`src/rtl/hex_entry_pkg.sv`:
```
// Shared types and constants for the hex word-entry controller.
package hex_entry_pkg;

    typedef enum logic {
        EDIT = 1'b0,
        SEND = 1'b1
    } state_e;

    // Active-low digit anodes, same encoding as the display driver.
    localparam logic [7:0] A0 = 8'b1111_1110;
    localparam logic [7:0] A1 = 8'b1111_1101;
    localparam logic [7:0] A2 = 8'b1111_1011;
    localparam logic [7:0] A3 = 8'b1111_0111;
    localparam logic [7:0] A4 = 8'b1110_1111;
    localparam logic [7:0] A5 = 8'b1101_1111;
    localparam logic [7:0] A6 = 8'b1011_1111;
    localparam logic [7:0] A7 = 8'b0111_1111;

    function automatic int db_cnt_w(input int cycles);
        int w;
        w = $clog2(cycles);
        return (w < 1) ? 1 : w;
    endfunction

endpackage

```
`src/rtl/hex_entry_btn_debounce.sv`:
```
// Push-button conditioner: 2-flop synchronizer, stability counter,
// debounced level and a one-cycle pulse on each debounced press.
module btn_debounce
    import hex_entry_pkg::*;
#(
    parameter int DB_CYCLES = 1000
) (
    input  logic clk,
    input  logic Rst,
    input  logic btn,
    output logic pulse
);

    localparam int CW = db_cnt_w(DB_CYCLES);
    localparam logic [CW-1:0] CNT_MAX = CW'(DB_CYCLES - 1);

    logic [1:0]    sync_q;
    logic [CW-1:0] cnt_q, cnt_d;
    logic          level_q, level_d;
    logic          pulse_q, pulse_d;

    always_ff @(posedge clk or posedge Rst) begin
        if (Rst) begin
            sync_q  <= '0;
            cnt_q   <= '0;
            level_q <= 1'b0;
            pulse_q <= 1'b0;
        end else begin
            sync_q  <= {sync_q[0], btn};
            cnt_q   <= cnt_d;
            level_q <= level_d;
            pulse_q <= pulse_d;
        end
    end

    // Level flips only after DB_CYCLES consecutive differing samples.
    always_comb begin
        cnt_d   = cnt_q;
        level_d = level_q;
        pulse_d = 1'b0;
        if (sync_q[1] == level_q) begin
            cnt_d = '0;
        end else if (cnt_q == CNT_MAX) begin
            cnt_d   = '0;
            level_d = sync_q[1];
            pulse_d = sync_q[1];
        end else begin
            cnt_d = cnt_q + 1'b1;
        end
    end

    assign pulse = pulse_q;

endmodule

```
`src/rtl/hex_entry.sv`:
```
// Hex word-entry controller: builds a 32-bit word digit by digit from
// debounced buttons and a switch nibble, then offers it over valid/ready.
module hex_entry
    import hex_entry_pkg::*;
#(
    parameter int DB_CYCLES = 1000
) (
    input  logic        clk,
    input  logic        Rst,
    input  logic [3:0]  sw,
    input  logic        btn_load,
    input  logic        btn_back,
    input  logic        btn_send,
    input  logic        btn_clr,
    output logic [31:0] word,
    output logic [2:0]  cursor,
    output logic [7:0]  cursor_an,
    output logic        valid,
    input  logic        ready
);

    logic load_p, back_p, send_p, clr_p;

    btn_debounce #(.DB_CYCLES(DB_CYCLES)) u_db_load (
        .clk(clk), .Rst(Rst), .btn(btn_load), .pulse(load_p)
    );
    btn_debounce #(.DB_CYCLES(DB_CYCLES)) u_db_back (
        .clk(clk), .Rst(Rst), .btn(btn_back), .pulse(back_p)
    );
    btn_debounce #(.DB_CYCLES(DB_CYCLES)) u_db_send (
        .clk(clk), .Rst(Rst), .btn(btn_send), .pulse(send_p)
    );
    btn_debounce #(.DB_CYCLES(DB_CYCLES)) u_db_clr (
        .clk(clk), .Rst(Rst), .btn(btn_clr), .pulse(clr_p)
    );

    logic [3:0]  sw_q1, sw_q2;
    state_e      state_q, state_d;
    logic [31:0] word_q, word_d;
    logic [2:0]  cursor_q, cursor_d;

    always_ff @(posedge clk or posedge Rst) begin
        if (Rst) begin
            sw_q1    <= '0;
            sw_q2    <= '0;
            state_q  <= EDIT;
            word_q   <= '0;
            cursor_q <= '0;
        end else begin
            sw_q1    <= sw;
            sw_q2    <= sw_q1;
            state_q  <= state_d;
            word_q   <= word_d;
            cursor_q <= cursor_d;
        end
    end

    // Only the highest-priority pulse acts; SEND drops every pulse.
    always_comb begin
        state_d  = state_q;
        word_d   = word_q;
        cursor_d = cursor_q;
        unique case (state_q)
            EDIT: begin
                if (clr_p) begin
                    word_d   = '0;
                    cursor_d = '0;
                end else if (send_p) begin
                    state_d = SEND;
                end else if (load_p) begin
                    word_d[{cursor_q, 2'b00} +: 4] = sw_q2;
                    cursor_d = cursor_q + 3'd1;
                end else if (back_p) begin
                    cursor_d = cursor_q - 3'd1;
                end
            end
            SEND: begin
                if (ready) begin
                    state_d  = EDIT;
                    cursor_d = '0;
                end
            end
        endcase
    end

    always_comb begin
        cursor_an = A0;
        unique case (cursor_q)
            3'd0: cursor_an = A0;
            3'd1: cursor_an = A1;
            3'd2: cursor_an = A2;
            3'd3: cursor_an = A3;
            3'd4: cursor_an = A4;
            3'd5: cursor_an = A5;
            3'd6: cursor_an = A6;
            3'd7: cursor_an = A7;
        endcase
    end

    assign word   = word_q;
    assign cursor = cursor_q;
    assign valid  = (state_q == SEND);

endmodule

```
`config.mk`:
```
export PLATFORM = sky130hd
export DESIGN_NAME = hex_entry
export DESIGN_NICKNAME = d
export VERILOG_FILES = /design/src/rtl/hex_entry_pkg.sv /design/src/rtl/hex_entry_btn_debounce.sv /design/src/rtl/hex_entry.sv
export SDC_FILE = /design/constraint.sdc
export NUM_CORES = 1
export LEC_CHECK = 0
export CAP_MARGIN = 0
export CORE_ASPECT_RATIO = 0.9
export CORE_MARGIN = 3
export CORE_UTILIZATION = 58
export CTS_CLUSTER_DIAMETER = 40
export DETAILED_ROUTE_END_ITERATION = 12
export GPL_TIMING_DRIVEN = 0
export PLACE_DENSITY = 0.82
export SLEW_MARGIN = 20
export SYNTH_ARGS = -nofsm -noshare
export SYNTH_HDL_FRONTEND = slang
export SYNTH_HIERARCHICAL = 1
export SYNTH_SLANG_ARGS = --single-unit
```
`constraint.sdc`:
```
create_clock -name clk -period 4.1 [get_ports clk]
set_input_delay 0.82 -clock clk [delete_from_list [all_inputs] [get_ports clk]]
set_output_delay 0.82 -clock clk [all_outputs]
set_load 0.1 [all_outputs]
```
==> Flow_metrics.wiki <==
{| class="wikitable"
! Metric !! Value
|-
| Run status || completed
|-
| Number of placement rows || 30
|-
| Simple-gate share of the synthesized area || 0.225
|-
| Width of the die || 100 um
|-
| Worst reg2reg path startpoint || cursor[0]
|-
| Average cell area after synthesis || 11.4 um^2
|-
| Count of buffers inserted at the top-level ports || 54
|-
| Via count of the first global-routing pass || 3391
|-
| Final Critical Period || 3.67 ns
|-
| GRT overflow || 0
|-
| Start point of the critical path || cursor[0]
|-
| Number of buffers added by the clock tree synthesis step || 9
|-
| Final hold violation count || 0
|-
| CP max stage cell || clkdlybuf4s50_1
|-
| Fraction of layout instances using a drive strength above 1 || 0.143
|-
| Maximum clock rate || 273 MHz
|-
| Setup repair after global routing missed its margin || false
|-
| Commonest non-fill, non-tap cells in the layout || dfrtp_1 (100), nor2_1 (58), clkdlybuf4s50_1 (54)
|-
| Total number of H-tree levels || 3
|-
| Aggregate routed wire length || 9260 um
|-
| Worst reg-to-reg path cell count || 6
|-
| Overall routing resource usage || 0.223
|-
| Maximum number of pins on one net before global-route repair || 34
|-
| Routability congestion estimate from global placement || 0.859
|-
| Fill cell count || 568
|-
| Syn Nets || 427
|-
| Power, Total || 1.86 mW
|-
| Worst min-delay path startpoint || sw_q1[3]
|-
| Power density over the cells || 338 nW/um^2
|-
| Portion of netlist area occupied by mux cells || 0.00975
|-
| Element type at the critical path start || flop
|-
| Total Neg Setup Slack || 0 ns
|-
| Setup clock skew after layout || 0.00706 ns
|-
| Delay of the slowest critical-path stage || 1.13 ns
|-
| Wire length of the first global-routing pass || 16200 um
|-
| Area taken by multi-input logic gates || 2020 um^2
|-
| Worst setup slack before clock tree synthesis || 0.869 ns
|-
| Post-CTS clock slew at the launch and capture registers of the worst setup and hold paths || 0.10 ns
|-
| Critical path required time || 3.28 ns
|-
| Portion of the post-synthesis area used by sequential elements || 0.541
|-
| Worst-path fanout max || 7
|-
| Height of the die || 90.7 um
|-
| Synth Area in Compound Gates || 0.121
|-
| Via count of the routed design || 3344
|-
| HPWL reported at the end of detailed placement || 6840 um
|-
| Final instance count without filler cells || 571
|-
| Post-Synth XOR/XNOR Area || 0.0474
|-
| Max-slew violation count || 0
|-
| Biggest area consumer among synthesized cells || dfrtp_1
|-
| Sink count of the clock tree || 100
|-
| Number of gates given a new drive strength after cts || 0
|-
| Worst relative slew slack || 0.324
|-
| Timing endpoint of the critical path || cursor_an[0]
|-
| Share of the clock period used by the worst path || 0.894
|-
| Yosys top cell area share || 0.541
|-
| Commonest non-fill, non-tap cell in the layout || dfrtp_1
|-
| Total instance count after detailed placement || 555
|-
| Post-route worst setup slack || 0.433 ns
|-
| Ordered cell list for the critical path || inv_1, ha_1, ha_1, inv_1, clkdlybuf4s50_1
|-
| Type of the worst min-delay path || reg -> reg
|-
| Gate Count Post-Synth || 404
|-
| Ports placed on the boundary || 55
|-
| Number of setup buffers added after CTS || 0
|-
| Worst-Margin Slew || 1.01 ns
|-
| Max Root-Sink Buffers || 2
|-
| Count of antenna-violating nets left after detailed routing || 0
|-
| Skew-Pair Late Insertion Delay || 0.37 ns
|-
| Diode count || 0
|-
| P&R area growth vs syn || 19.4%
|-
| Max rail drop VDD || 0.000207 V
|-
| Reg2reg setup slack || 1.54 ns
|-
| Dominant combinational cell family by area after synthesis || simple AND/OR/NAND/NOR gates
|-
| Category of the worst setup path capture point || primary output
|-
| Static leakage power || 2.36 nW
|-
| Logic depth of the worst setup path including buffers || 5
|-
| End-of-flow core utilization || 0.720
|-
| Initial cell density of the core || 0.604
|-
| Cts-stage hold buffer count || 0
|-
| Netlist area before placement || 4620 um^2
|-
| Count of nets after finishing || 493
|-
| CP top delay family || buffers and inverters
|-
| WS Path Type || reg -> out
|-
| CTS tree || yes
|-
| Combined flip-flop and latch cell area || 2500 um^2
|-
| Core Footprint || 7660 um^2
|-
| Via-per-instance ratio || 5.86
|-
| Post-synthesis share of cell area spent on full adders, half adders and majority gates || 0.0341
|-
| Terminus of the critical flop-to-flop path || word[24]
|-
| Yosys reg bits || 100
|-
| Critical Path AT || 2.85 ns
|-
| DRC errors left || 0
|-
| Area contributors post-synth || dfrtp_1 (54%), a32o_1 (5.2%), nor2_1 (4.7%)
|-
| Distinct cell type count of the synthesized netlist || 47
|-
| Initial drt markers || 197
|-
| Average wire per standard cell || 16.2 um
|-
| CP bufs+invs || 3
|-
| Number of endpoints failing setup at the final stage || 0
|-
| Maximum capacitance violations || 0
|-
| Die Area || 9080 um^2
|-
| Number of warning messages in the yosys log || 6
|-
| Number of antenna violations at the first check in global routing || 0
|-
| Pre-Repair DR Iteration Count || 5
|-
| Root buf cell || clkbuf_8
|}
## cell usage after synthesis (all sizes together)
cell type	count
a21oi	12
a22o	4
a31o	4
a31oi	4
a32o	24
and2	1
and3b	4
buf	1
clkbuf	5
dfrtp	100
fa	1
ha	11
inv	19
mux2	4
nand2	29
nand2b	5
nand3	26
nand3b	5
nand4	5
nand4b	2
nor2	66
nor2b	4
nor3	6
nor3b	1
nor4	6
o2111a	1
o211ai	1
o21ai	9
o221a	8
o311ai	1
or2	5
or3b	1
or4b	4
xnor2	17
xor2	8
## how the worst min path moves through the flow
stage                     cells after the start             endpoint
after global routing                          0  u_db_send/sync_q[1]
after floorplan                               0             sw_q2[0]
after detailed placement                      0  u_db_send/sync_q[1]
final                                         0             sw_q2[3]
after global placement                        0             sw_q2[2]
after CTS                                     0             sw_q2[3]
## power by group
group | switching [mW] | internal [mW] | total [mW]
Combinational | 0.114 | 0.0514 | 0.166
Clock | 0.366 | 0.299 | 0.665
Sequential | 0.0274 | 1.00 | 1.03
Total | 0.508 | 1.36 | 1.86
## state kept, by name, summed over array words and instances (netlist names), 3 cells and up
name	count
word	32
u_db_back/cnt_q	10
u_db_clr/cnt_q	10
u_db_load/cnt_q	10
u_db_send/cnt_q	10
sw_q1	4
sw_q2	4
cursor	3
## area by class of cell
type | instances | share of cell area
multi-input combinational | 279 | 0.366
timing repair buffer | 55 | 0.102
tap | 96 | 0.0218
inverter | 19 | 0.0129
sequential | 100 | 0.454
clock buffer | 9 | 0.0225
buffer | 6 | 0.00544
clock inverter | 7 | 0.0163
## cells by family after synthesis
family,count (synthesis)
flip-flops,100
XOR/XNOR,25
buffers and inverters,25
adder cells (fa/ha/maj),12
multiplexers,4
AND/OR/NAND/NOR,170
AO/OA/AOI/OAI,68
## per-layer routing
metal / global-route usage / part of all wire / wire length (um) / vias up
li1: - / - / - / 1581
met5: 0 / 0 / 0 / -
met4: 0.0853 / 0.019 / 175 / 0
met3: 0.0471 / 0.064 / 592 / 15
met2: 0.364 / 0.49 / 4550 / 112
met1: 0.291 / 0.43 / 3950 / 1636
## through the flow
| step | hold WS, ns | instance area, um^2 |
|---|---|---|
| detailed placement | 0.336 | 5300 |
| CTS | 0.358 | 5520 |
| global route | 0.369 | 5520 |
| finish | 0.354 | 5520 |
| floorplan | 0.331 | 4620 |
| global placement | 0.333 | 5280 |
No activity file was read; power rests on OpenSTA's default activity.
